File: src/rtl/rf_wb_arbiter_pkg.sv
// rf_wb_arbiter_pkg: RV32I register-file widths and the writeback entry type shared by the arbiter and its buffer.
// Revision 1.0
`ifndef RF_ADDR_WIDTH
`define RF_ADDR_WIDTH 5
`endif
`ifndef WORD_WIDTH
`define WORD_WIDTH 32
`endif
`default_nettype none

package rf_wb_arbiter_pkg;

  localparam int NUM_REGS = 1 << `RF_ADDR_WIDTH;

  typedef struct packed {
    logic [`RF_ADDR_WIDTH-1:0] rd;
    logic [`WORD_WIDTH-1:0]    data;
  } wb_entry_t;

endpackage

`default_nettype wire

File: src/rtl/rf_wb_arbiter_wb_fifo.sv
// wb_fifo: power-of-two FIFO of pending load writebacks; pointers carry one extra wrap bit.
// Revision 1.0
`ifndef RF_ADDR_WIDTH
`define RF_ADDR_WIDTH 5
`endif
`ifndef WORD_WIDTH
`define WORD_WIDTH 32
`endif
`default_nettype none

module wb_fifo
  import rf_wb_arbiter_pkg::*;
#(
  parameter int DEPTH = 2
) (
  input  logic      clk,
  input  logic      rst_n,
  input  logic      push_i,
  input  wb_entry_t wdata_i,
  input  logic      pop_i,
  output wb_entry_t head_o,
  output logic      full_o,
  output logic      empty_o
);

  localparam int AW = $clog2(DEPTH);

  logic [AW:0] wr_ptr_q, wr_ptr_d;
  logic [AW:0] rd_ptr_q, rd_ptr_d;
  logic        do_push, do_pop;
  wb_entry_t   mem_q [DEPTH];

  // Same index with differing wrap bits means the writer has lapped the reader.
  assign full_o  = (wr_ptr_q[AW] != rd_ptr_q[AW]) && (wr_ptr_q[AW-1:0] == rd_ptr_q[AW-1:0]);
  assign empty_o = (wr_ptr_q == rd_ptr_q);
  assign do_push = push_i && !full_o;
  assign do_pop  = pop_i && !empty_o;
  assign head_o  = mem_q[rd_ptr_q[AW-1:0]];

  always_comb begin
    wr_ptr_d = wr_ptr_q;
    rd_ptr_d = rd_ptr_q;
    if (do_push) wr_ptr_d = wr_ptr_q + {{AW{1'b0}}, 1'b1};
    if (do_pop)  rd_ptr_d = rd_ptr_q + {{AW{1'b0}}, 1'b1};
  end

  always_ff @(posedge clk or negedge rst_n) begin
    if (!rst_n) begin
      wr_ptr_q <= '0;
      rd_ptr_q <= '0;
    end else begin
      wr_ptr_q <= wr_ptr_d;
      rd_ptr_q <= rd_ptr_d;
    end
  end

  always_ff @(posedge clk) begin
    if (do_push) mem_q[wr_ptr_q[AW-1:0]] <= wdata_i;
  end

endmodule

`default_nettype wire

File: src/rtl/rf_wb_arbiter.sv
// rf_wb_arbiter: merges ALU and buffered load results onto one register-file write port with anti-starvation.
// Revision 1.0. Optional pending-write scoreboard enabled by defining RF_WB_SCOREBOARD_EN.
`ifndef RF_ADDR_WIDTH
`define RF_ADDR_WIDTH 5
`endif
`ifndef WORD_WIDTH
`define WORD_WIDTH 32
`endif
`default_nettype none

module rf_wb_arbiter
  import rf_wb_arbiter_pkg::*;
#(
  parameter int FIFO_DEPTH   = 2,
  parameter int STARVE_LIMIT = 4
) (
  input  logic                      clk,
  input  logic                      rst_n,
  input  logic                      alu_valid,
  input  logic [`RF_ADDR_WIDTH-1:0] alu_rd,
  input  logic [`WORD_WIDTH-1:0]    alu_data,
  output logic                      alu_stall,
  input  logic                      mem_valid,
  input  logic [`RF_ADDR_WIDTH-1:0] mem_rd,
  input  logic [`WORD_WIDTH-1:0]    mem_data,
  output logic                      mem_ready,
  input  logic                      iss_valid,
  input  logic [`RF_ADDR_WIDTH-1:0] iss_rd,
  input  logic [`RF_ADDR_WIDTH-1:0] chk_rs1,
  input  logic [`RF_ADDR_WIDTH-1:0] chk_rs2,
  output logic                      busy_rs1,
  output logic                      busy_rs2,
  output logic                      rf_we,
  output logic [`RF_ADDR_WIDTH-1:0] rf_waddr,
  output logic [`WORD_WIDTH-1:0]    rf_wdata
);

  localparam int CW = $clog2(STARVE_LIMIT + 1);

  wb_entry_t                 mem_entry, fifo_head;
  logic                      fifo_full, fifo_empty;
  logic                      force_fifo, grant_alu, grant_fifo;
  logic [CW-1:0]             starve_q, starve_d;
  logic                      rf_we_q, rf_we_d;
  logic [`RF_ADDR_WIDTH-1:0] rf_waddr_q, rf_waddr_d;
  logic [`WORD_WIDTH-1:0]    rf_wdata_q, rf_wdata_d;

  assign mem_entry = '{rd: mem_rd, data: mem_data};

  wb_fifo #(
    .DEPTH (FIFO_DEPTH)
  ) u_wb_fifo (
    .clk     (clk),
    .rst_n   (rst_n),
    .push_i  (mem_valid),
    .wdata_i (mem_entry),
    .pop_i   (grant_fifo),
    .head_o  (fifo_head),
    .full_o  (fifo_full),
    .empty_o (fifo_empty)
  );

  assign mem_ready = !fifo_full;

  // Count reaching the limit means the head was refused that many cycles in a row.
  always_comb begin
    force_fifo = (starve_q == CW'(STARVE_LIMIT)) && !fifo_empty;
    grant_alu  = alu_valid && !force_fifo;
    grant_fifo = !grant_alu && !fifo_empty;
    alu_stall  = alu_valid && force_fifo;
    starve_d   = (fifo_empty || grant_fifo) ? '0 : starve_q + CW'(1);
    rf_we_d    = 1'b0;
    rf_waddr_d = rf_waddr_q;
    rf_wdata_d = rf_wdata_q;
    if (grant_alu) begin
      rf_we_d    = (alu_rd != '0);
      rf_waddr_d = alu_rd;
      rf_wdata_d = alu_data;
    end else if (grant_fifo) begin
      rf_we_d    = (fifo_head.rd != '0);
      rf_waddr_d = fifo_head.rd;
      rf_wdata_d = fifo_head.data;
    end
  end

  always_ff @(posedge clk or negedge rst_n) begin
    if (!rst_n) begin
      starve_q   <= '0;
      rf_we_q    <= 1'b0;
      rf_waddr_q <= '0;
      rf_wdata_q <= '0;
    end else begin
      starve_q   <= starve_d;
      rf_we_q    <= rf_we_d;
      rf_waddr_q <= rf_waddr_d;
      rf_wdata_q <= rf_wdata_d;
    end
  end

  assign rf_we    = rf_we_q;
  assign rf_waddr = rf_waddr_q;
  assign rf_wdata = rf_wdata_q;

`ifdef RF_WB_SCOREBOARD_EN
  logic [NUM_REGS-1:0] sb_q, sb_d;

  // Set is applied after clear so a same-cycle reissue keeps the register busy.
  always_comb begin
    sb_d = sb_q;
    if (grant_fifo) sb_d[fifo_head.rd] = 1'b0;
    if (iss_valid && (iss_rd != '0)) sb_d[iss_rd] = 1'b1;
    sb_d[0] = 1'b0;
  end

  always_ff @(posedge clk or negedge rst_n) begin
    if (!rst_n) sb_q <= '0;
    else        sb_q <= sb_d;
  end

  assign busy_rs1 = sb_q[chk_rs1];
  assign busy_rs2 = sb_q[chk_rs2];
`else
  logic unused_sb_inputs;
  assign unused_sb_inputs = ^{iss_valid, iss_rd, chk_rs1, chk_rs2};
  assign busy_rs1 = 1'b0;
  assign busy_rs2 = 1'b0;
`endif

endmodule

`default_nettype wire

File: config.mk
export PLATFORM = sky130hd
export DESIGN_NAME = rf_wb_arbiter
export DESIGN_NICKNAME = d
export VERILOG_FILES = /design/src/rtl/rf_wb_arbiter_pkg.sv /design/src/rtl/rf_wb_arbiter_wb_fifo.sv /design/src/rtl/rf_wb_arbiter.sv
export SDC_FILE = /design/constraint.sdc
export NUM_CORES = 1
export LEC_CHECK = 0
export ABC_AREA = 1
export CAP_MARGIN = 20
export CORE_ASPECT_RATIO = 0.7
export CORE_UTILIZATION = 45
export CTS_BUF_LIST = sky130_fd_sc_hd__clkbuf_4
export DETAILED_ROUTE_END_ITERATION = 8
export HOLD_SLACK_MARGIN = 0.08
export PLACE_DENSITY = 0.78
export SLEW_MARGIN = 30
export SYNTH_ARGS = -nofsm -noshare
export SYNTH_HDL_FRONTEND = slang
export SYNTH_SLANG_ARGS = --single-unit
File: constraint.sdc
create_clock -name clk -period 2.81 [get_ports clk]
set_input_delay 0.843 -clock clk [delete_from_list [all_inputs] [get_ports clk]]
set_output_delay 0.843 -clock clk [all_outputs]
set_load 0.005 [all_outputs]
==> results.json <==
{
  "status": "finished clean",
  "synth-xor-area-share_pct": 0.526,
  "avgViaCountPerCell": 5.15,
  "fp.dieW_um": 128,
  "portBuffers": 117,
  "grt_pass1_wl_mm": 19.5,
  "drtIter0Drc": 232,
  "stdcell_area_mm2": 0.00655,
  "fin_util_pct": 62.1,
  "grt_busiest_layer": "met2",
  "drive_above_1_share_pct": 8.89,
  "setup_tns_ns": 0,
  "critical_path_class": "reg2out",
  "ys_top_cells_by_area": "edfxtp_1, dfrtp_1, nand2_1",
  "diodes": 0,
  "numCtsBuffers": 17,
  "clk_latency_ns": 0.52,
  "h-tree-depth": 4,
  "final_cell_mix": "nand2_1, clkdlybuf4s50_1, nand3_1",
  "synth-simple-area-share_pct": 21.8,
  "grt_pass1_vias": 4021,
  "rr_startpoint": "u_wb_fifo.wr_ptr_q[0]",
  "synth_compound_area_share_pct": 5.86,
  "met2_usage_pct": 35.7,
  "slew_headroom_pct": 61.9,
  "die_area_mm2": 0.0115,
  "ant_nets": 0,
  "tightest_slew_ns": 0.569,
  "overflow": 0,
  "nets": 680,
  "synthMuxAreaShare_pct": 0,
  "num_vias": 3828,
  "num_rows": 31,
  "skew_ns": 0.0173,
  "use_met1_pct": 28.1,
  "seq_area_frac_synth_pct": 67.0,
  "fill_cells": 830,
  "drv_cap": 0,
  "synth.cell_area_mm2": 0.00499,
  "hold_buffers": 0,
  "mostFrequentLayoutCell": "nand2_1",
  "critPathLaunchType": "register",
  "fin_cells": 744,
  "place_area_mm2": 0.00627,
  "dpl.hpwl_mm": 7.51,
  "setup-violations-final": 0,
  "grt_max_degree": 41,
  "post-route-drc-count": 0,
  "cp.required_ns": 1.97,
  "cts_tree": "built",
  "cpMostUsedCell": "nand2_1",
  "leakagePower_nw": 2.66,
  "path_buf_inv": 2,
  "cts_sinks": 119,
  "cpPeakStageDelay_ns": 0.42,
  "antenna_found_initial": 0,
  "hold_path.class": "in2async",
  "clkTransAtPathRegs_ns": 0.11,
  "regArea_mm2": 0.00335,
  "ys_warn_count": 0,
  "synthCells": 467,
  "fmax_ghz": 0.398,
  "drtPass1Iterations": 4,
  "clock_path_buffers": 2,
  "critPathArrivalTime_ns": 1.67,
  "power_density_mw_per_mm2": 935,
  "gp_congestion": 0.723,
  "reg2reg_slack_ns": 0.79,
  "ys_types": 22,
  "cp_slowest_cell": "dfrtp_1",
  "syn_area_per_cell_um2": 10.7,
  "rr_worst_depth": 9,
  "rsz0062_at_grt": "false",
  "core-area_mm2": 0.0106,
  "pin_count": 136,
  "yosysTopAreaCell": "edfxtp_1",
  "peakVddDrop_mv": 0.476,
  "regToRegEndpoint": "rf_wdata[16]",
  "finalHoldViolCount": 0,
  "grtUsageTotal_pct": 22.6,
  "critPathTopFamily": "buffers and inverters",
  "period_minus_slack_ns": 2.51,
  "crit_chain": "inv_1 -> nand2_1 -> nand2_2 -> nand2_4 -> nand2_1 -> nor2_1 -> dlygate4sd2_1",
  "wl_mm": 12.1,
  "die_y_um": 90.1,
  "dp.cells": 711,
  "period_share_pct": 89.3,
  "end_kind": "output pin",
  "synth_top_family_by_area": "simple AND/OR/NAND/NOR gates",
  "cts_root_buffer": "clkbuf_4",
  "synth_top_area_share_pct": 44.5,
  "wire_per_inst_um": 16.2,
  "slew_violations": 0,
  "cp-startpoint": "u_wb_fifo.wr_ptr_q[0]",
  "cp_max_fo": 4,
  "ys_ff_latch": 119,
  "multiInputGateArea_mm2": 0.00145,
  "start_util_pct": 47.3,
  "grt_util_met3_pct": 7.98,
  "areaGrowthSynthToFinish_pct": 31.1,
  "synth_fa_ha_area_share_pct": 0.501
}
[cells in the mapped netlist, drive strengths merged]
cell type	n
buf	26
nand3b	2
dfrtp	45
clkbuf	8
nor2	10
o21ai	3
xnor2	3
nand2	167
o211ai	37
edfxtp	74
inv	11
nand3	78
conb	1
ha	2
[metal layers]
metal	vias to the layer above	wire, um
li1	1847	-
met1	1810	5400
met2	150	5490
met3	21	974
met4	0	198
met5	-	0
[timing repair]
item / in CTS / in global routing
setup buffers: 1 / 0
gates cloned: 0 / 0
resized for setup: 1 / 1
setup endpoints to repair: 1 / 1
[how the worst max path moves through the flow]
stage	to	cells past startpoint	slack, ns
CTS	mem_ready	5	0.08
global placement	alu_stall	4	0.32
finish	alu_stall	7	0.30
global route	alu_stall	7	0.17
detailed placement	alu_stall	4	0.34
floorplan	u_wb_fifo.mem_q[1][0]	2	0.49
[logic make-up (layout without fill, tap and decap cells)]
| group | Yosys count | in the layout |
|---|---|---|
| simple gates | 257 | 257 |
| buf+inv | 45 | 173 |
| compound gates | 40 | 40 |
| xor+xnor | 3 | 3 |
| other cells | 1 | 2 |
| flops | 119 | 119 |
| fa+ha+maj | 2 | 2 |
[final cells by class]
cell class	count	area share (%)
clock buffer	17	1.95
multi-input combinational	304	22.1
sequential	119	51.1
inverter	11	0.630
clock inverter	14	1.72
timing repair buffer	131	19.7
tap	148	2.83
[power breakdown]
group	internal, mW	switching, mW	total (mW)
Combinational	1.04	1.30	2.33
Sequential	2.48	0.247	2.73
Clock	0.421	0.643	1.06
[through the flow]
stage	hold WS (ns)	setup slack, ns	power, mW
CTS	0.281	0.0833	6.15
detailed placement	0.457	0.337	5.08
finish	0.293	0.301	6.13
floorplan	0.431	0.493	3.99
global placement	0.442	0.316	4.97
global route	0.290	0.168	6.56
[registers in the layout, indices dropped and copies added, names as in the netlist]
register and cells:
rf_waddr 5, rf_wdata 32, rf_we 1, starve_q 3, u_wb_fifo.mem_q 74, u_wb_fifo.rd_ptr_q 2, u_wb_fifo.wr_ptr_q 2
Power figures use the tool's default switching activity.
